**config.mk**
```make
export PLATFORM = sky130hd
export DESIGN_NAME = i2c_ctrl_master
export DESIGN_NICKNAME = d
export VERILOG_FILES = /design/src/rtl/i2c_pkg.sv /design/src/rtl/i2c_ctrl_master_qtick.sv /design/src/rtl/i2c_ctrl_master.sv
export SDC_FILE = /design/constraint.sdc
export NUM_CORES = 1
export LEC_CHECK = 0
export CAP_MARGIN = 25
export CORE_ASPECT_RATIO = 0.9
export CORE_MARGIN = 1.5
export CORE_UTILIZATION = 40
export CTS_BUF_LIST = sky130_fd_sc_hd__clkbuf_8
export CTS_CLUSTER_DIAMETER = 50
export CTS_CLUSTER_SIZE = 25
export DETAILED_ROUTE_END_ITERATION = 8
export PLACE_DENSITY = 0.67
export SYNTH_ARGS = -nofsm -noshare
export SYNTH_HDL_FRONTEND = slang
export SYNTH_SLANG_ARGS = --single-unit
```
**constraint.sdc**
```tcl
create_clock -name clk -period 4.2 [get_ports clk]
set_clock_uncertainty 0.05 [all_clocks]
set_input_delay 0.63 -clock clk [delete_from_list [all_inputs] [get_ports clk]]
set_output_delay 0.63 -clock clk [all_outputs]
set_load 0.05 [all_outputs]
```
**src/rtl/i2c_pkg.sv**
```systemverilog
// Shared types and defaults for the I2C controller master and its quarter-tick generator.
package i2c_pkg;

  localparam int DATA_W_DEF  = 6;
  localparam int ADDR_W_DEF  = 4;
  localparam int CLK_DIV_DEF = 4;

  typedef enum logic [2:0] {
    IDLE,
    START,
    ADDR,
    AACK,
    DATA,
    DACK,
    STOP
  } state_e;

  typedef logic [1:0] phase_t;

  localparam phase_t PH_LOW  = 2'd0;
  localparam phase_t PH_RISE = 2'd1;
  localparam phase_t PH_HIGH = 2'd2;
  localparam phase_t PH_FALL = 2'd3;

endpackage

```
**src/rtl/i2c_ctrl_master_qtick.sv**
```systemverilog
// Quarter-period divider and bit-phase counter for the I2C master.
// Define I2C_STRETCH_EN to let a minion stretch SCL low during the rising quarter.
module i2c_qtick_gen
  import i2c_pkg::*;
#(
  parameter int CLK_DIV = CLK_DIV_DEF
) (
  input  logic   clk,
  input  logic   rst_n,
  input  logic   run,
  input  logic   scl_in,
  output logic   q,
  output phase_t phase
);

  localparam int DIV_W = (CLK_DIV > 1) ? $clog2(CLK_DIV) : 1;

  logic [DIV_W-1:0] div_q, div_d;
  phase_t           phase_q, phase_d;
  logic             hold;

`ifdef I2C_STRETCH_EN
  // The quarter restarts once SCL is really seen high, so the minion gets a full high quarter.
  assign hold = (phase_q == PH_RISE) && !scl_in;
`else
  logic unused_scl;
  assign unused_scl = scl_in;
  assign hold       = 1'b0;
`endif

  always_comb begin
    q       = run && !hold && (div_q == DIV_W'(CLK_DIV - 1));
    div_d   = div_q;
    phase_d = phase_q;
    if (!run) begin
      div_d   = '0;
      phase_d = PH_LOW;
    end else if (hold) begin
      div_d = '0;
    end else if (q) begin
      div_d   = '0;
      phase_d = phase_q + 2'd1;
    end else begin
      div_d = div_q + 1'b1;
    end
  end

  always_ff @(posedge clk or negedge rst_n) begin
    if (!rst_n) begin
      div_q   <= '0;
      phase_q <= PH_LOW;
    end else begin
      div_q   <= div_d;
      phase_q <= phase_d;
    end
  end

  assign phase = phase_q;

endmodule

```
**src/rtl/i2c_ctrl_master.sv**
```systemverilog
// Single-transfer I2C master: START, address+R/W, ACK, data, ACK/NACK, STOP over open-drain SCL/SDA.
// Optional minion clock stretching is enabled by defining I2C_STRETCH_EN.
module i2c_ctrl_master
  import i2c_pkg::*;
#(
  parameter int DATA_W  = DATA_W_DEF,
  parameter int ADDR_W  = ADDR_W_DEF,
  parameter int CLK_DIV = CLK_DIV_DEF
) (
  input  logic              clk,
  input  logic              rst_n,
  input  logic              start,
  input  logic              rw,
  input  logic [ADDR_W-1:0] addr,
  input  logic [DATA_W-1:0] wdata,
  output logic [DATA_W-1:0] rdata,
  output logic              busy,
  output logic              done,
  output logic              ack_err,
  input  logic              scl_in,
  output logic              scl_oe,
  input  logic              sda_in,
  output logic              sda_oe
);

  localparam int CNT_MAX = (ADDR_W + 1 > DATA_W) ? ADDR_W : DATA_W - 1;
  localparam int CNT_W   = $clog2(CNT_MAX + 1);

  state_e            state_q, state_d;
  logic [CNT_W-1:0]  cnt_q, cnt_d;
  logic [ADDR_W:0]   ashift_q, ashift_d;
  logic [DATA_W-1:0] dshift_q, dshift_d;
  logic [DATA_W-1:0] rdata_q, rdata_d;
  logic              rw_q, rw_d;
  logic              smp_q, smp_d;
  logic              busy_q, busy_d;
  logic              done_q, done_d;
  logic              ack_err_q, ack_err_d;
  logic              scl_oe_q, scl_oe_d;
  logic              sda_oe_q, sda_oe_d;

  logic   q;
  phase_t phase;
  phase_t ph_next;
  logic   bit_end;

  i2c_qtick_gen #(.CLK_DIV(CLK_DIV)) u_qtick (
    .clk    (clk),
    .rst_n  (rst_n),
    .run    (state_q != IDLE),
    .scl_in (scl_in),
    .q      (q),
    .phase  (phase)
  );

  assign ph_next = q ? phase + 2'd1 : phase;
  assign bit_end = q && (phase == PH_FALL);

  always_comb begin
    state_d   = state_q;
    cnt_d     = cnt_q;
    ashift_d  = ashift_q;
    dshift_d  = dshift_q;
    rdata_d   = rdata_q;
    rw_d      = rw_q;
    smp_d     = smp_q;
    busy_d    = busy_q;
    done_d    = 1'b0;
    ack_err_d = ack_err_q;

    case (state_q)
      IDLE: if (start && !done_q) begin
        state_d   = START;
        rw_d      = rw;
        ashift_d  = {addr, rw};
        dshift_d  = wdata;
        ack_err_d = 1'b0;
        busy_d    = 1'b1;
      end
      START: if (bit_end) begin
        state_d = ADDR;
        cnt_d   = CNT_W'(ADDR_W);
      end
      ADDR: if (bit_end) begin
        ashift_d = {ashift_q[ADDR_W-1:0], 1'b0};
        if (cnt_q == '0) state_d = AACK;
        else             cnt_d   = cnt_q - 1'b1;
      end
      AACK: if (bit_end) begin
        if (smp_q) begin
          ack_err_d = 1'b1;
          state_d   = STOP;
        end else begin
          state_d = DATA;
          cnt_d   = CNT_W'(DATA_W - 1);
        end
      end
      // The same register shifts write data out and read data in; only reads publish it.
      DATA: if (bit_end) begin
        dshift_d = {dshift_q[DATA_W-2:0], smp_q};
        if (cnt_q == '0) begin
          state_d = DACK;
          if (rw_q) rdata_d = {dshift_q[DATA_W-2:0], smp_q};
        end else begin
          cnt_d = cnt_q - 1'b1;
        end
      end
      DACK: if (bit_end) begin
        if (!rw_q && smp_q) ack_err_d = 1'b1;
        state_d = STOP;
      end
      STOP: if (bit_end) begin
        state_d = IDLE;
        busy_d  = 1'b0;
        done_d  = 1'b1;
      end
      default: state_d = IDLE;
    endcase

    if (q && phase == PH_HIGH) smp_d = sda_in;

    // Line drive follows the upcoming state and phase so the pins stay registered.
    scl_oe_d = 1'b0;
    sda_oe_d = 1'b0;
    case (state_d)
      START: begin
        sda_oe_d = 1'b1;
        scl_oe_d = (ph_next != PH_LOW);
      end
      ADDR, AACK, DATA, DACK: begin
        scl_oe_d = (ph_next == PH_LOW) || (ph_next == PH_FALL);
        if (state_d == ADDR) sda_oe_d = !ashift_d[ADDR_W];
        if (state_d == DATA) sda_oe_d = !rw_d && !dshift_d[DATA_W-1];
      end
      STOP: begin
        scl_oe_d = (ph_next == PH_LOW);
        sda_oe_d = (ph_next == PH_LOW) || (ph_next == PH_RISE);
      end
      default: ;
    endcase
  end

  always_ff @(posedge clk or negedge rst_n) begin
    if (!rst_n) begin
      state_q   <= IDLE;
      cnt_q     <= '0;
      ashift_q  <= '0;
      dshift_q  <= '0;
      rdata_q   <= '0;
      rw_q      <= 1'b0;
      smp_q     <= 1'b0;
      busy_q    <= 1'b0;
      done_q    <= 1'b0;
      ack_err_q <= 1'b0;
      scl_oe_q  <= 1'b0;
      sda_oe_q  <= 1'b0;
    end else begin
      state_q   <= state_d;
      cnt_q     <= cnt_d;
      ashift_q  <= ashift_d;
      dshift_q  <= dshift_d;
      rdata_q   <= rdata_d;
      rw_q      <= rw_d;
      smp_q     <= smp_d;
      busy_q    <= busy_d;
      done_q    <= done_d;
      ack_err_q <= ack_err_d;
      scl_oe_q  <= scl_oe_d;
      sda_oe_q  <= sda_oe_d;
    end
  end

  assign rdata   = rdata_q;
  assign busy    = busy_q;
  assign done    = done_q;
  assign ack_err = ack_err_q;
  assign scl_oe  = scl_oe_q;
  assign sda_oe  = sda_oe_q;

endmodule

```
-- After elaboration in Yosys (flattened, before gate mapping)
Cells that the tools add are included.
- bits in writable memories: 0
- bits of input ports: 16
- memories kept: 0
- latch bits: 0
- register bits: 34
- output and inout bits: 11
- word-level logic and storage cells: 123
- memory bits (read-only): 0
- reductions and logical operators: 31
- bitwise gates (word level): 0
- add/subtract/negate cells: 3
- eq/ne operators: 29
- shift operators: 0
- magnitude comparators: 0
- multipliers: 0
- muxes and demuxes: 44
- div/mod/pow operators: 0
- operators by type and width (operator ; number):
    3-bit 2-to-1 mux ; 14
    2-bit != test (second input constant) ; 11
    3-bit one-hot mux with 7 select lines ; 1
    3-bit equality test (second input constant) ; 6
    1-bit 2-to-1 mux ; 13
    3-bit by 2-bit equality test with 1-bit output (second input constant) ; 4
    6-bit 2-to-1 mux ; 2
    6-bit one-hot mux with 2 select lines ; 1
    6-bit AND reduction ; 2
    2-bit 2-to-1 mux ; 5
    5-bit 2-to-1 mux ; 2
    5-bit one-hot mux with 2 select lines ; 1
    1-bit one-hot mux with 3 select lines ; 3
    3-bit one-hot mux with 3 select lines ; 1
    3-bit AND reduction ; 3
    3-bit nonzero test ; 3
    2-bit equality test (second input constant) ; 4
    2-bit nonzero test ; 4
    3-bit by 1-bit equality test with 1-bit output (second input constant) ; 2
    1-bit logical AND ; 6
    3-bit logical NOT ; 2
    1-bit logical NOT ; 5
    2-bit by 1-bit adder with 2-bit output (second input constant) ; 2
    4-bit AND reduction ; 1
    other kinds (8) ; 9

-- Longest topological paths before layout
- depth in word-level cells: 9
- mapped depth: 9
- gate-level depth less buffers: 8

-- Cells and area by module
Synthesis repeated with hierarchy kept, for this count alone.
- cells, all modules: 171
- area total of the unflattened synthesis: 1759.2 um^2
- by module, submodules not included (module ; seq. area each (um^2) ; cells each ; instances ; area each (um^2)):
    i2c_ctrl_master ; 750.7 ; 157 ; 1 ; 1586.5
    i2c_qtick_gen ; 100.1 ; 14 ; 1 ; 172.7

-- Least setup slack after synthesis
OpenSTA, ideal clock, no wires.
- path type: register -> register
- from: reg state_q[1]
- to: reg scl_oe_q (netlist: scl_oe)
- required time: 4.024 ns
- period minus slack after synthesis: 2.208 ns
- slack: 1.992 ns
- cell stages (with the launch flop): 9
- arrival time: 2.032 ns
- path buffers: 1
- setup time: 0.126 ns
- cells stage by stage: dfrtp_1 > clkbuf_1 > nor3_1 > nand2b_1 > xnor2_1 > inv_1 > ha_1 > nor2b_1 > a311o_1
- cells in the longest elaborated chain, start to end: 8
- elaborated cells between the ends (all ways): 33
- classes of those cells: 13 x eq/ne; 12 x mux; 8 x reduce/logical
- ends and longest elaborated chain (element ; line ; RTL):
    start: declaration ; i2c_ctrl_master.sv:29 ; state_e state_q, state_d;
    start signal: assignment ; i2c_ctrl_master.sv:158 ; state_q <= state_d;
    3-bit nonzero test ; i2c_ctrl_master.sv:50 ; .run (state_q != IDLE),
    1-bit logical AND ; i2c_ctrl_master_qtick.sv:32 ; q = run && !hold && (div_q == DIV_W'(CLK_DIV - 1));
    1-bit logical AND ; i2c_ctrl_master.sv:57 ; assign bit_end = q && (phase == PH_FALL);
    3-bit 2-to-1 mux, or another cell as far along ; i2c_ctrl_master.sv:112 ; STOP: if (bit_end) begin
    3-bit one-hot mux with 7 select lines ; i2c_ctrl_master.sv:71 ; case (state_q)
    3-bit by 2-bit equality test with 1-bit output or 3-bit equality test (tied branches) ; i2c_ctrl_master.sv:125 ; case (state_d)
    4-bit OR reduction ; i2c_ctrl_master.sv:125 ;
    1-bit one-hot mux with 3 select lines (*) ; i2c_ctrl_master.sv:125 ;
    net scl_oe_d ; i2c_ctrl_master.sv:39 ; logic scl_oe_q, scl_oe_d;
    end signal: assignment ; i2c_ctrl_master.sv:168 ; scl_oe_q <= scl_oe_d;
    end: declaration ; i2c_ctrl_master.sv:39 ;
Mark *: on every way through the listed nets, which the timed path passes. The rest lies on a longest branch.
A chain may end at the register's enable or synchronous reset.

-- Worst setup path after layout
- from: in start
- to: reg sda_oe_q (netlist: sda_oe)
- cells in the longest elaborated chain, start to end: 7
- elaborated cells between the ends (all ways): 23
- classes of those cells: 6 x eq/ne; 11 x mux; 6 x reduce/logical
- ends and longest elaborated chain (element ; line ; RTL):
    start: declaration ; i2c_ctrl_master.sv:12 ; input logic start,
    1-bit logical AND ; i2c_ctrl_master.sv:72 ; IDLE: if (start && !done_q) begin
    1-bit 2-to-1 mux ; i2c_ctrl_master.sv:72 ;
    1-bit 2-to-1 mux ; i2c_ctrl_master.sv:71 ;
    net rw_d ; i2c_ctrl_master.sv:34 ; logic rw_q, rw_d;
    1-bit logical NOT ; i2c_ctrl_master.sv:133 ; if (state_d == DATA) sda_oe_d = !rw_d && !dshift_d[DATA_W-1];
    1-bit logical AND ; i2c_ctrl_master.sv:133 ;
    1-bit 2-to-1 mux ; i2c_ctrl_master.sv:133 ;
    1-bit one-hot mux with 3 select lines ; i2c_ctrl_master.sv:125 ;
    net sda_oe_d ; i2c_ctrl_master.sv:40 ; logic sda_oe_q, sda_oe_d;
    end signal: assignment ; i2c_ctrl_master.sv:169 ; sda_oe_q <= sda_oe_d;
    end: declaration ; i2c_ctrl_master.sv:40 ;
The timed path passes the listed nets, and every way through them passes these cells. The select of a mux whose other input is x is not followed.

==> results.ini <==
[cts]
cts_resized=0
ctsHoldBuffers=0
htree_levels=2
cts_max_path_buffers=2
cts_tree=built
clkTransAtPathRegs_ns=0.07
cts_buffers=5
cts_root_buf=clkbuf_8
clk_latency_ns=0.29
post-cts-setup-buffers=0
clkSinkCount=34

[drt]
routed_wl_um=3688
first_iter_violations=166
top_layer=met4
dr_wl_met3_um=141
ant_nets=0
drtPass1Iterations=4
wl_met2_um=1665
wl_per_cell_um=13.86
vias=1405
met1_length_um=1809
post-route-drc-count=0
via_per_inst=5.282

[cells_and_area]
syn2layout_area_growth_pct=21.30
nFillCells=393
diodes=0
design_area_um2=2173
nNetsFinal=228
drive_gt1_frac=0.07767

[global_route]
grtUsageTotal=0.1762
first_global_vias=1376
grt_max_degree=35
antenna_found_initial=0
grt_pass1_wl_um=6437
overflow=0

[worst_setup_path]
worst_setup_path_start_kind=input port
worstPathArrival_ns=2.82
crit_path_end_kind=register
cp.required_ns=4.36
cp_slowest_stage_delay_ns=0.49
criticalPathCategory=in2reg
slowest_stage=and2_1
crit_path_cell_trace=clkdlybuf4s50_1, nor3b_2, and2_1, mux2_1, o32a_1, o21ai_2
path_max_fanout=12
ff2ff_path_depth=5

[timing]
worst_slack_ns=1.545
period_minus_slack_ns=2.655
final-hold-violation-count=0
period_share=0.6322
slew_viol_final=0
fmax_mhz=376.6
fin_tns_setup_ns=0
relSlewSlack=0.6390
rsz0062_at_grt=false
setup_viol=0
worst_slew_pin_slew_ns=0.5415

[synth]
synthSimpleGateAreaFrac=0.1941
ys_seq_elements=34
syn_nets=203
yosys-mux-area-fraction=0.05028
synth_adder_area_share=0.04888
syn-cell-area_um2=1792
ys.flop_type=dfrtp_1
postSynthCellCount=180
synth_top_area_cell=dfrtp_1
async_flop_share=1.000
synth_xor_area_frac=0.01466
synth_warnings=0
synth_cell_type_count=42
synth_area_leaders=dfrtp_1 (47%), ha_1 (4.9%), mux2_1 (4.4%)
synth-edff-count=0
seq_area_frac_synth=0.4749
synth.top_cell.area_share=0.4749
syn_area_per_cell_um2=9.954
synth_compound_area_frac=0.1725
synth_top_family_by_area=simple AND/OR/NAND/NOR gates

[power_and_ir_drop]
leakage_nw=0.9656
power-per-cell-area_nw_per_um2=465.3
ir_drop_uv=191.3

[placed_design]
globalplace.congestion=0.8191
placed_cell_area_um2=2078
hpwl_um=2600
preCtsSetupSlack_ns=1.292
portBuffers=25

[floorplan]
io_pins=27
die_area_um2=4890
initial_utilization=0.4282
fp.dieH_um=66.49
rows=22
core-area_um2=4184
die_w_um=73.55

[job]
maxCapViolCount=0

[outcome]
outcome=finished clean

[worst_hold_path]
hold_class=reg2reg
whs_path_depth=1

-- cell usage after synthesis, types with 2 or more instances --
master and number:
and2_1 3, xnor2_1 3, nand2b_1 5, dfrtp_1 34
o22a_1 2, nor2b_1 6, a221o_1 2, nand3_1 3
a21oi_1 6, clkbuf_1 5, nand2_1 21, inv_1 9
buf_6 2, a22oi_1 8, a32oi_1 2, ha_1 7
a31oi_1 7, nor2_1 13, nor3_1 6, mux2_1 7
o21ai_0 7, and3_1 2
-- cell usage in the layout, fill, tap and decap left out, drive strengths merged, types with 2 or more instances in the layout --
master,instances
and2,4
a21oi,6
and3,3
o21ai,8
nand2,21
dfrtp,34
a22oi,8
nand3,3
o22a,2
a32oi,2
a31oi,7
nor2b,6
nor3,6
clkdlybuf4s50,25
inv,9
nor2,13
a221o,2
clkbuf,6
mux2,8
ha,7
nand2b,5
xnor2,3
-- flip-flops by register name (all words and copies together), names as in the netlist --
| register | cells |
|---|---|
| done | 1 |
| u_qtick.phase | 2 |
| rdata | 6 |
| state_q | 3 |
| dshift_q | 6 |
| ashift_q | 5 |
| cnt_q | 3 |
| scl_oe | 1 |
| rw_q | 1 |
| smp_q | 1 |
| sda_oe | 1 |
| busy | 1 |
| u_qtick.div_q | 2 |
| ack_err | 1 |
-- power breakdown --
| group | leakage (nW) | switching (mW) | internal, mW |
|---|---|---|---|
| Combinational | 0.475 | 0.162 | 0.124 |
| Clock | 0.0472 | 0.121 | 0.132 |
| Sequential | 0.443 | 0.0636 | 0.409 |
| Total | 0.966 | 0.347 | 0.665 |
-- logic make-up (layout without fill, tap and decap cells) --
group | after synthesis | in the layout
buffers and inverters | 17 | 43
and+or+nand+nor | 67 | 67
muxes | 8 | 8
adders and majority gates | 7 | 7
DFF | 34 | 34
AOI/OAI and AO/OA | 44 | 44
xor gates and xnor gates | 3 | 3
-- routing by layer --
metal	track usage	vias up
met2	0.2736	28
met4	0.07639	0
met1	0.2261	681
met5	0	-
li1	-	690
met3	0.05295	6
-- cell type report --
| class | instances | area, um^2 | area share |
|---|---|---|---|
| inverter | 9 | 33.78 | 0.01554 |
| sequential | 34 | 850.8 | 0.3915 |
| multi-input combinational | 129 | 860.8 | 0.3961 |
| tap | 60 | 75.07 | 0.03454 |
| clock buffer | 6 | 82.58 | 0.03800 |
| clock inverter | 2 | 12.51 | 0.005757 |
| timing repair buffer | 26 | 257.7 | 0.1186 |
-- worst max-delay path: cells and delay by family --
kind | cells | cell delay (ns)
buffers and inverters | 1 | 0.45
AOI/OAI and AO/OA | 2 | 0.49
muxes | 1 | 0.39
and+or+nand+nor | 2 | 0.85
-- worst paths after layout --
check                                       from                to  slack (ns)
worst max-delay path                       start            sda_oe        1.54
worst min-delay path            u_qtick.div_q[0]  u_qtick.div_q[0]        0.39
worst max register to register        state_q[2]            sda_oe        1.70
worst min register to register  u_qtick.div_q[0]  u_qtick.div_q[0]        0.39
max in group asynchronous                  rst_n           ack_err        3.10
min in group asynchronous                  rst_n  u_qtick.div_q[1]        0.69
-- per-stage QoR --
| step | utilization | instances | total power [mW] | hold slack (ns) |
|---|---|---|---|---|
| global route | 0.5194 | 266 | 1.080 | 0.4244 |
| CTS | 0.5194 | 266 | 1.017 | 0.3940 |
| detailed placement | 0.4967 | 258 | 0.7644 | 0.3877 |
| floorplan | - | 180 | 0.6769 | 0.2844 |
| finish | 0.5194 | 266 | 1.011 | 0.3872 |
| global placement | 0.4967 | 258 | 0.7507 | 0.3732 |
Note: power is estimated with default switching activity, not from simulation.
